$ cat src/rtl/matrix_store_ctrl.sv
// matrix_store_ctrl: captures matrices from the generator and UART input paths,
// arbitrates round-robin and streams them element-by-element into the matrix RAM,
// maintaining a per-size slot table with oldest-overwrite.
module matrix_store_ctrl #(
    parameter int SLOTS = 2,
    parameter int ELEMS = 25
) (
    input  logic         clk,
    input  logic         rst_n,
    input  logic         gen_valid,
    input  logic [2:0]   gen_m,
    input  logic [2:0]   gen_n,
    input  logic [199:0] gen_matrix_flat,
    input  logic         inp_valid,
    input  logic [2:0]   inp_m,
    input  logic [2:0]   inp_n,
    input  logic [199:0] inp_matrix_flat,
    input  logic         clr_all,
    output logic         gen_busy,
    output logic         inp_busy,
    output logic         wr_en,
    output logic [10:0]  wr_addr,
    output logic [7:0]   wr_data,
    output logic         store_done,
    output logic         store_src,
    output logic [5:0]   store_slot,
    output logic [49:0]  size_cnt_flat,
    output logic         err_dim,
    output logic         err_ovr
);

    typedef enum logic [1:0] {IDLE, WRITE, COMMIT} state_t;

    state_t state, state_next;

    // capture buffers
    logic         gen_full, inp_full;
    logic [2:0]   gen_bm, gen_bn, inp_bm, inp_bn;
    logic [199:0] gen_bflat, inp_bflat;
    logic         last_grant;   // 0 = gen, 1 = inp

    // working registers of the matrix being written
    logic         cur_src;
    logic [4:0]   cur_cls;
    logic [5:0]   cur_slot;
    logic [10:0]  cur_base;
    logic [4:0]   cur_total;
    logic [199:0] cur_flat;
    logic [4:0]   k;

    // slot table
    logic [1:0]   cnt [25];
    logic [24:0]  ptr;

    logic         grant_gen, grant_inp;
    logic [2:0]   sel_m, sel_n;
    logic [199:0] sel_flat;
    logic [4:0]   sel_cls;
    logic [5:0]   sel_slot;
    logic [10:0]  sel_base;
    logic [4:0]   sel_total;
    logic         gen_ok, inp_ok;
    logic         gen_load, inp_load;

    function automatic logic dims_ok(input logic [2:0] m, input logic [2:0] n);
        return (m != 3'd0) && (m <= 3'd5) && (n != 3'd0) && (n <= 3'd5);
    endfunction

    assign gen_busy = gen_full;
    assign inp_busy = inp_full;

    // Next-state logic with round-robin arbitration in IDLE.
    // k runs one ahead of the element on the bus (element 0 is issued at grant),
    // so the last element has been issued once k reaches m*n.
    always_comb begin
        state_next = state;
        grant_gen  = 1'b0;
        grant_inp  = 1'b0;
        case (state)
            IDLE: begin
                if (gen_full && (!inp_full || last_grant)) begin
                    grant_gen  = 1'b1;
                    state_next = WRITE;
                end else if (inp_full) begin
                    grant_inp  = 1'b1;
                    state_next = WRITE;
                end
            end
            WRITE: begin
                if (k == cur_total) state_next = COMMIT;
            end
            COMMIT: state_next = IDLE;
            default: state_next = IDLE;
        endcase
    end

    // Granted-buffer selection and slot/address computation.
    always_comb begin
        sel_m     = grant_inp ? inp_bm : gen_bm;
        sel_n     = grant_inp ? inp_bn : gen_bn;
        sel_flat  = grant_inp ? inp_bflat : gen_bflat;
        sel_cls   = 5'((int'(sel_m) - 1) * 5 + int'(sel_n) - 1);
        sel_slot  = 6'(int'(sel_cls) * SLOTS + int'(ptr[sel_cls]));
        sel_base  = 11'(int'(sel_slot) * ELEMS);
        sel_total = 5'(int'(sel_m) * int'(sel_n));
    end

    // Capture qualification; a buffer being granted this cycle counts as free.
    always_comb begin
        gen_ok   = dims_ok(gen_m, gen_n);
        inp_ok   = dims_ok(inp_m, inp_n);
        gen_load = gen_valid && gen_ok && (!gen_full || grant_gen);
        inp_load = inp_valid && inp_ok && (!inp_full || grant_inp);
    end

    // State register.
    always_ff @(posedge clk or negedge rst_n) begin
        if (!rst_n) state <= IDLE;
        else        state <= state_next;
    end

    // Capture buffers, error pulses and last-grant tracking.
    always_ff @(posedge clk or negedge rst_n) begin
        if (!rst_n) begin
            gen_full   <= 1'b0;
            inp_full   <= 1'b0;
            gen_bm     <= '0;
            gen_bn     <= '0;
            gen_bflat  <= '0;
            inp_bm     <= '0;
            inp_bn     <= '0;
            inp_bflat  <= '0;
            last_grant <= 1'b1;
            err_dim    <= 1'b0;
            err_ovr    <= 1'b0;
        end else begin
            if (gen_load) begin
                gen_full  <= 1'b1;
                gen_bm    <= gen_m;
                gen_bn    <= gen_n;
                gen_bflat <= gen_matrix_flat;
            end else if (grant_gen) begin
                gen_full  <= 1'b0;
            end
            if (inp_load) begin
                inp_full  <= 1'b1;
                inp_bm    <= inp_m;
                inp_bn    <= inp_n;
                inp_bflat <= inp_matrix_flat;
            end else if (grant_inp) begin
                inp_full  <= 1'b0;
            end
            if (grant_gen)      last_grant <= 1'b0;
            else if (grant_inp) last_grant <= 1'b1;
            err_dim <= (gen_valid && !gen_ok) || (inp_valid && !inp_ok);
            err_ovr <= (gen_valid && gen_ok && gen_full && !grant_gen) ||
                       (inp_valid && inp_ok && inp_full && !grant_inp);
        end
    end

    // Write engine: latches the granted matrix and streams one element per cycle.
    always_ff @(posedge clk or negedge rst_n) begin
        if (!rst_n) begin
            cur_src    <= 1'b0;
            cur_cls    <= '0;
            cur_slot   <= '0;
            cur_base   <= '0;
            cur_total  <= '0;
            cur_flat   <= '0;
            k          <= '0;
            wr_en      <= 1'b0;
            wr_addr    <= '0;
            wr_data    <= '0;
            store_done <= 1'b0;
            store_src  <= 1'b0;
            store_slot <= '0;
        end else begin
            store_done <= 1'b0;
            if (grant_gen || grant_inp) begin
                cur_src   <= grant_inp;
                cur_cls   <= sel_cls;
                cur_slot  <= sel_slot;
                cur_base  <= sel_base;
                cur_total <= sel_total;
                cur_flat  <= sel_flat;
                k         <= 5'd1;
                wr_en     <= 1'b1;
                wr_addr   <= sel_base;
                wr_data   <= sel_flat[7:0];
            end else if (state == WRITE) begin
                if (k == cur_total) begin
                    wr_en      <= 1'b0;
                    store_done <= 1'b1;
                    store_src  <= cur_src;
                    store_slot <= cur_slot;
                end else begin
                    wr_en   <= 1'b1;
                    wr_addr <= cur_base + 11'(k);
                    wr_data <= cur_flat[{k, 3'b000} +: 8];
                    k       <= k + 5'd1;
                end
            end
        end
    end

    // Slot table; the committing class overrides a simultaneous clear.
    always_ff @(posedge clk or negedge rst_n) begin
        if (!rst_n) begin
            cnt <= '{default: '0};
            ptr <= '0;
        end else begin
            if (clr_all) begin
                cnt <= '{default: '0};
                ptr <= '0;
            end
            if (state == COMMIT) begin
                ptr[cur_cls] <= ~ptr[cur_cls];
                if (clr_all)
                    cnt[cur_cls] <= 2'd1;
                else if (cnt[cur_cls] != 2'(SLOTS))
                    cnt[cur_cls] <= cnt[cur_cls] + 2'd1;
            end
        end
    end

    for (genvar c = 0; c < 25; c++) begin : g_cnt_flat
        assign size_cnt_flat[2*c +: 2] = cnt[c];
    end

endmodule

$ cat config.mk
export PLATFORM = sky130hd
export DESIGN_NAME = matrix_store_ctrl
export DESIGN_NICKNAME = d
export VERILOG_FILES = /design/src/rtl/matrix_store_ctrl.sv
export SDC_FILE = /design/constraint.sdc
export NUM_CORES = 1
export LEC_CHECK = 0
export CORE_ASPECT_RATIO = 1.75
export CORE_MARGIN = 4
export CORE_UTILIZATION = 40
export DETAILED_ROUTE_END_ITERATION = 8
export PLACE_DENSITY = 0.63
export SLEW_MARGIN = 20
export SYNTH_ARGS = -nofsm -noshare
export SYNTH_HDL_FRONTEND = slang
export SYNTH_SLANG_ARGS = --single-unit
$ cat constraint.sdc
create_clock -name clk -period 8.7 [get_ports clk]
set_input_delay 1.74 -clock clk [delete_from_list [all_inputs] [get_ports clk]]
set_output_delay 1.74 -clock clk [all_outputs]
set_load 0.01 [all_outputs]
== After elaboration in Yosys (flattened, before gate mapping) ==
Cells that the tools add are included.

* Bits in registers: 755
* Input bits: 417
* Word-level logic and storage cells: 179
* Output and inout port bits: 82

* Bitwise gates (word level): 6
* Reductions and logical operators: 43
* Shift-type cells: 1
* Equal/unequal tests: 7
* Multipliers: 3
* $add $sub $neg: 7
* Magnitude comparators: 9
* Muxes and demuxes: 52

{| class="wikitable"
|+ Operators with widths
! cell !! count
|-
| 200-bit two-way mux || 1
|-
| 50-bit two-way mux || 4
|-
| 200-bit by 9-bit indexed part select with 8-bit output || 1
|-
| 50-bit bitwise mux || 1
|-
| 25-bit two-way mux || 2
|-
| 11-bit two-way mux || 3
|-
| 25-bit bitwise AND || 1
|-
| 25-bit bitwise mux || 1
|-
| 25-bit inverter || 1
|-
| 25-bit bitwise OR || 1
|-
| 8-bit two-way mux || 3
|-
| 1-bit two-way mux || 20
|-
| 1-bit logical AND || 19
|-
| 5-bit two-way mux || 3
|-
| 3-bit less-or-equal comparator (second input constant) || 4
|-
| 5-bit by 6-bit less-than comparator with 1-bit output (second input constant) || 2
|-
| 2-bit two-way mux || 6
|-
| 3-bit nonzero test || 4
|-
| 11-bit by 5-bit adder with 11-bit output || 1
|-
| 6-bit by 5-bit multiplier with 11-bit output (second input constant) || 1
|-
| 1-bit binary-select mux with 5-bit select || 2
|-
| 2-bit binary-select mux with 5-bit select || 1
|-
| 2-bit demux with 5-bit select || 1
|-
| 2-bit nonzero test || 4
|-
| 27 further kinds || 41
|}

== Logic depth before layout (Yosys ltp) ==
Gate-level depths: netlist of run 1.

* Word-level depth: 15
* Gate-level depth with buffers: 34
* Gate-level depth less buffers: 33

== Worst setup path before layout of run 1 ==
OpenSTA, ideal clock, no wires.

* Kind: reg-to-reg
* From: register state[0]
* To: register wr_addr[10]
* Arrival: 6.355 ns
* Setup time: 0.133 ns
* Slack: 2.211 ns
* Cell stages (with the launch flop): 32
* Buffers on the path: 2
* Period minus slack after synthesis: 6.489 ns
* Cells stage by stage: dfrtp_1 -> nor2_1 -> nand3_1 -> buf_2 -> mux2_2 -> inv_1 -> ha_1 -> xnor2_1 -> ha_1 -> ha_1 -> inv_1 -> fa_1 -> inv_1 -> ha_1 -> clkbuf_1 -> mux4_2 -> a21oi_1 -> o21ai_0 -> nor2_1 -> nor2_1 -> ha_1 -> ha_1 -> ha_1 -> inv_1 -> fa_1 -> inv_1 -> a21o_1 -> a21oi_1 -> o21bai_1 -> a21oi_1 -> xnor2_1 -> o22ai_1

* Longest elaborated chain between the ends: 12

{| class="wikitable"
|+ Ends and longest elaborated chain
! element !! RTL line !! source
|-
| start, declared || 34 || <nowiki>state_t state, state_next;</nowiki>
|-
| start signal, assigned || 119 || <nowiki>else state <= state_next;</nowiki>
|-
| 2-bit logical NOT * || 79 || <nowiki>case (state)</nowiki>
|-
| 1-bit two-way mux * || 79 ||
|-
| 3-bit two-way mux || 99 || <nowiki>sel_m = grant_inp ? inp_bm : gen_bm;</nowiki>
|-
| 3-bit by 1-bit subtractor with 4-bit output || 102 || <nowiki>sel_cls = 5'((int'(sel_m) - 1) * 5 + int'(sel_n) - 1);</nowiki>
|-
| 4-bit by 4-bit multiplier with 5-bit output || 102 ||
|-
| 5-bit by 4-bit adder with 5-bit output * || 102 ||
|-
| 5-bit by 2-bit subtractor with 5-bit output * || 102 ||
|-
| via sel_cls[2] || 58 || <nowiki>logic [4:0] sel_cls;</nowiki>
|-
| 1-bit binary-select mux with 5-bit select || 103 || <nowiki>sel_slot = 6'(int'(sel_cls) * SLOTS + int'(ptr[sel_cls]));</nowiki>
|-
| 1-bit two-way mux (implied by the code) || 103 ||
|-
| 6-bit by 1-bit adder with 6-bit output * || 103 ||
|-
| 6-bit by 5-bit multiplier with 11-bit output * || 104 || <nowiki>sel_base = 11'(int'(sel_slot) * ELEMS);</nowiki>
|-
| 11-bit two-way mux * || 179 || <nowiki>if (grant_gen || grant_inp) begin</nowiki>
|-
| end signal, assigned || 188 || <nowiki>wr_addr <= sel_base;</nowiki>
|-
| end signal, assigned || 198 || <nowiki>wr_addr <= cur_base + 11'(k);</nowiki>
|-
| end, declared || 22 || <nowiki>output logic [10:0] wr_addr,</nowiki>
|}

The timed path passes the listed nets; every way through them passes the cells marked *. The select of a mux whose other input is x is not followed.
A chain may end at the register's enable or synchronous reset.

== Worst setup path in the final report of run 1 ==
Ends and elaborated chain as after synthesis.

==> impl_metrics.toml, run 1 <==
[floorplanning]
rows = 141
core_area_um2 = 84300
initial_core_util_pct = 40.3
io_pins = 499
dieHeight_um = 394
dieWidth_um = 228
die_area_um2 = 89900

[sta]
worst_pin_slew_ps = 1140
slew_violations = 0
period_minus_slack_ps = 7730
period_share_pct = 88.9
maxSlewHeadroom_pct = 24.3
skew_ps = 28.4
rsz0062_at_grt = "no"
fin_setup_tns_ps = 0
fmax_ghz = 0.129
setup_viol_count_final = 0
hold_violations = 0

[power_and_ir_drop]
power_density_nw_per_um2 = 508
p_total_mw = 21.6
leakagePower_nw = 19.2
max-vdd-ir-drop_mv = 1.59

[cells_and_area]
fin_area_um2 = 42500
layoutNonFillerInstCount = 4328
post-route-util_pct = 50.4
nets = 3649
area_growth_pct = 25.0
drive_gt1_share_pct = 20.6

[logic_synthesis]
synth-seq-cells = 747
yosys_warnings = 0
synth.avg_cell_area_um2 = 12.3
synth_most_common_cell = "dfrtp_1"
syn_inst = 2758
synth_nets = 3223
yosys-top-cells-area = "dfrtp_1, mux2_2, mux2i_1"
synthFlopType = "dfrtp_1"
synth.largest_area_cell = "dfrtp_1"
yosysUniqueCellTypes = 54
synth-edff-count = 0
ys_async_sr_fraction_pct = 100
syn_area_um2 = 34000
seq_area_frac_synth_pct = 55.0
synth_top_area_share_pct = 54.9
yosys-top-cells-count = "dfrtp_1, mux2_2, nand2_1, o21ai_0, mux2i_1"

[global_routing]
grt_pass1_vias = 25145
grt-ovfl-total = 0
grt_pass1_wl_mm = 157
grt_use_total_pct = 22.6
antenna_found_initial = 31
grt_max_degree = 184

[route]
drt.antenna.violating_nets = 0
wl_per_cell_um = 23.9
firstDrtPassIters = 6
routed_via_density = 5.42
wl_mm = 103
drc = 0
drt_iter0_markers = 1709
vias = 23438

[worst_hold_path]
min_path_cells = 2
worst_hold_startpoint = "cur_flat[54]"
hold_path.class = "reg -> reg"
holdPathEnd = "cur_flat[54]"

[setup_path]
cp.buffers_inverters = 7
crit_type = "reg -> reg"
cp_max_fo = 21
reg2reg_from = "state[0]"
setup.worst_path.end_class = "register"
r2r_end = "wr_addr[10]"
cp_slowest_cell = "nor2_1"
path_delay_family = "adder cells"
required_ps = 9170
worst-r2r-cell-count = 33
reg2reg_setup_slack_ps = 970
cp.arrival_ps = 8200
slowest_delay_ps = 500
worstSetupStartpointType = "register"

[clock_network]
cts_buffer_depth = 3
cts_made_buffers = 74
postCtsSetupBuffers = 0
cts.repair.resized = 0
tritoncts = "built"
clock_latency_ps = 650
ctsRootBufferMaster = "clkbuf_16"
htreeDepth = 3
hold_buffers = 0
cts.sinks = 747
clk_pin_slew_ps = 60

[run_status]
status = "finished, final reports clean"

[run]
maxCapViolations = 0

[place]
place_inst = 4179
io_buffers = 498
placed_cell_area_um2 = 40000
gp_congestion = 0.884
place_hpwl_mm = 75.1
==> power breakdown <==
part	total [mW]	internal (mW)	switching, mW
clock network	3.30	1.90	1.40
registers	6.21	5.13	1.08
logic	12.1	5.54	6.54
total	21.6	12.6	9.01
==> cell usage in the layout, fill, tap and decap left out, types with 36 or more instances in the layout <==
cell type        count
dfrtp_1            741
clkdlybuf4s50_1    496
mux2_2             440
nand2_1            329
o21ai_0            278
mux2i_1            255
clkbuf_16           74
a21oi_1             68
nor2_1              50
mux4_2              46
ha_1                40
inv_1               36
==> worst max path at each step <==
stage / start / end / slack (ps) / depth (start not counted)
final: state[0] / wr_addr[10] / 970 / 33
after global routing: state[0] / wr_addr[10] / 490 / 30
after CTS: state[0] / wr_addr[10] / 910 / 32
after detailed placement: state[0] / cur_base[10] / 920 / 32
after global placement: state[0] / wr_addr[10] / 1230 / 32
after floorplan: state[0] / wr_addr[10] / 2210 / 31
==> registers in the layout, indices dropped and copies added (netlist names), 2 cells and up <==
| name | count |
|---|---|
| gen_bn | 3 |
| store_slot | 6 |
| cur_cls | 5 |
| gen_bm | 3 |
| size_cnt_flat | 50 |
| inp_bflat | 200 |
| cur_base | 8 |
| inp_bn | 3 |
| ptr | 25 |
| cur_total | 5 |
| cur_flat | 200 |
| inp_bm | 3 |
| state | 2 |
| wr_data | 8 |
| gen_bflat | 200 |
| wr_addr | 11 |
| k | 5 |
==> stage by stage <==
| step | setup WS (ps) | hold WS, ps |
|---|---|---|
| 3_5_place_dp | 924 | 466 |
| 2_1_floorplan | 2210 | 439 |
| 6_report | 967 | 474 |
| 4_1_cts | 907 | 479 |
| 3_3_place_gp | 1230 | 457 |
| 5_1_grt | 491 | 494 |
==> cells by family (layout without fill, tap and decap cells) <==
logic type | after synthesis | count (layout) | share of synthesized area, %
flip-flops | 747 | 747 | 55.0
multiplexers | 745 | 745 | 25.4
AND/OR/NAND/NOR | 490 | 490 | 6.20
AO/OA/AOI/OAI | 476 | 476 | 8.06
buffers and inverters | 225 | 705 | 2.66
adder cells (fa/ha/maj) | 48 | 48 | 1.94
XOR/XNOR | 27 | 27 | 0.696
other | 0 | 18 | 0
==> worst register-to-register path, delay by kind of cell (launching register included) <==
| family | cells | cell delay (ps) |
|---|---|---|
| adder cells (fa/ha/maj) | 10 | 2970 |
| XOR/XNOR | 6 | 1280 |
| AND/OR/NAND/NOR | 4 | 1210 |
| buffers and inverters | 7 | 630 |
| AO/OA/AOI/OAI | 5 | 620 |
| multiplexers | 1 | 440 |
| flip-flops | 1 | 410 |
==> layout make-up <==
| class | instances | area, um2 |
|---|---|---|
| Antenna cell | 18 | 45.0 |
| Fill cell | 7440 | 41800 |
| Inverter | 37 | 139 |
| Timing Repair Buffer | 538 | 5350 |
| Clock inverter | 29 | 375 |
| Tap cell | 1072 | 1340 |
| Clock buffer | 101 | 2090 |
| Sequential cell | 747 | 18700 |
| Multi-Input combinational cell | 1786 | 14500 |
==> layer usage <==
layer,GRT usage (%),vias up,share of wire [%]
met5,0,-,0.15
met3,5.84,150,6.5
met4,7.87,22,2.9
met1,26.3,11843,38
met2,40.5,712,52
li1,-,10711,-
Power figures use the tool's default switching activity.
==> run 2, diff against run 1 <==
--- a/config.mk
+++ b/config.mk
@@ -9,6 +9,7 @@
 export CORE_MARGIN = 4
 export CORE_UTILIZATION = 40
 export DETAILED_ROUTE_END_ITERATION = 8
+export GPL_ROUTABILITY_DRIVEN = 0
 export PLACE_DENSITY = 0.63
 export SLEW_MARGIN = 20
 export SYNTH_ARGS = -nofsm -noshare
==> run 2 against run 1 <==
  * Clock-buffer cell count unchanged
  * Core utilization up 0.055 points
  * Highest routed layer unchanged
  * Largest cell class unchanged
  * Sequential power fell by 0.6%
  * Die area unchanged
  * Power up 0.44%
  * Routed wire length hardly changed
  * Critical path type unchanged
  * Worst setup slack improved by 440 ps
  * Clock skew shrank 5.6 ps
  * Hold slack got worse by 10 ps
==> impl_metrics.toml, run 2 (same netlist as run 1, synthesis figures left out) <==
[run_status]
status = "finished, final reports clean"

[sta]
finalWorstSetupSlack_ps = 1410
period_share_pct = 83.8
slew_violations = 0
fin_hold_ws_ps = 464
hold_violations = 0
fmax_ghz = 0.137
worst_pin_slew_ps = 1110
period_minus_slack_ps = 7290
maxSlewHeadroom_pct = 25.8
skew_ps = 22.9
rsz0062_at_grt = "no"
fin_setup_tns_ps = 0
setup_viol_count_final = 0

[power_and_ir_drop]
seqPwrFrac_pct = 28.4
p_int_mw = 12.6
pwr-share-clk_pct = 15.6
max-vdd-ir-drop_mv = 1.22
p_switching_mw = 9.04
p_total_mw = 21.7
leakagePower_nw = 19.2
p_sw_share_pct = 41.7
p_comb_share_pct = 55.9
power_density_nw_per_um2 = 510

[place]
place_hpwl_mm = 74.1
post-place-ws_ps = 1340
placed_cell_area_um2 = 40000
place_inst = 4175
io_buffers = 498

[clock_network]
htreeDepth = 3
hold_buffers = 0
clk_pin_slew_ps = 60
tritoncts = "built"
cts_buffer_depth = 3
postCtsSetupBuffers = 0
cts.sinks = 747
cts.repair.resized = 0
cts_made_buffers = 74
ctsRootBufferMaster = "clkbuf_16"
clock_latency_ps = 660

[floorplanning]
die_area_um2 = 89900
dieHeight_um = 394
rows = 141
core_area_um2 = 84300
initial_core_util_pct = 40.3
io_pins = 499
dieWidth_um = 228

[cells_and_area]
mostFrequentLayoutCells = "dfrtp_1, clkdlybuf4s50_1, mux2_2"
nets = 3644
post-route-util_pct = 50.4
largestRegisters = "cur_flat x200, gen_bflat x200, inp_bflat x200"
ff_latch_area_um2 = 18700
drive_gt1_share_pct = 20.6
fin_area_um2 = 42500
fill_cells = 7438
mostFrequentLayoutCell = "dfrtp_1"
multi_input_area_um2 = 14500
area_growth_pct = 25.1
layoutNonFillerInstCount = 4318

[route]
wl_mm = 103
routed_via_density = 5.40
wl_per_cell_um = 23.9
drt_iter0_markers = 1601
vias = 23334
firstDrtPassIters = 6
drt.antenna.violating_nets = 0
drc = 0

[worst_hold_path]
hold_path.class = "reg -> reg"
holdPathEnd = "store_src"
worst_hold_startpoint = "cur_src"
min_path_cells = 2

[global_routing]
grt_use_total_pct = 22.6
grt_max_degree = 197
grt_pass1_vias = 25123
grt_pass1_wl_mm = 157
antenna_found_initial = 27
grt-ovfl-total = 0

[setup_path]
reg2reg_setup_slack_ps = 1410
cp.arrival_ps = 7780
cp_max_fo = 10
reg2reg_from = "state[0]"
required_ps = 9190
r2r_end = "cur_base[10]"
worstSetupStartpointType = "register"
slowest_delay_ps = 490
crit_type = "reg -> reg"
path_delay_family = "adder cells"
cp_slowest_cell = "nor2_1"
setup.worst_path.end_class = "register"
worst-r2r-cell-count = 33
cp.buffers_inverters = 7

[run]
maxCapViolations = 0
run 2: how the worst max path moves through the flow:
stage	start	to	cells past startpoint
after global routing	state[0]	cur_base[10]	33
after CTS	state[0]	cur_base[10]	33
after detailed placement	state[0]	cur_base[10]	33
after floorplan	state[0]	wr_addr[10]	31
final	state[0]	cur_base[10]	33
after global placement	state[0]	cur_base[10]	32
run 2: layer usage:
metal / track usage (%) / up-vias / wire (um)
met4: 7.77 / 24 / 3350
met1: 26.7 / 11716 / 40300
li1: - / 10673 / -
met2: 39.7 / 734 / 52700
met3: 6.05 / 187 / 6680
met5: 0 / - / 161
run 2: power by group through the flow:
stage               Combinational (mW)  Sequential, mW  Clock, mW
floorplan                         9.06            5.79          0
global placement                  11.7            6.15          0
detailed placement                12.3            6.24          0
CTS                               12.3            6.18       3.49
global route                      13.6            6.36       3.61
finish                            12.1            6.17       3.39
run 2: layout make-up:
cell class / count / area share (%)
Timing Repair Buffer: 533 / 12.5
Multi-Input combinational cell: 1786 / 34.0
Antenna cell: 12 / 0.0706
Inverter: 37 / 0.326
Sequential cell: 747 / 44.0
Clock buffer: 101 / 4.97
Tap cell: 1072 / 3.15
Clock inverter: 30 / 0.985
run 2: worst reg2reg max path, delay by kind of cell (launching register included):
kind / cells / cell delay [ps]
compound gates: 5 / 540
xor+xnor: 6 / 1280
fa+ha+maj: 10 / 3010
buf+inv: 7 / 600
flops: 1 / 430
mux: 1 / 350
simple gates: 4 / 950
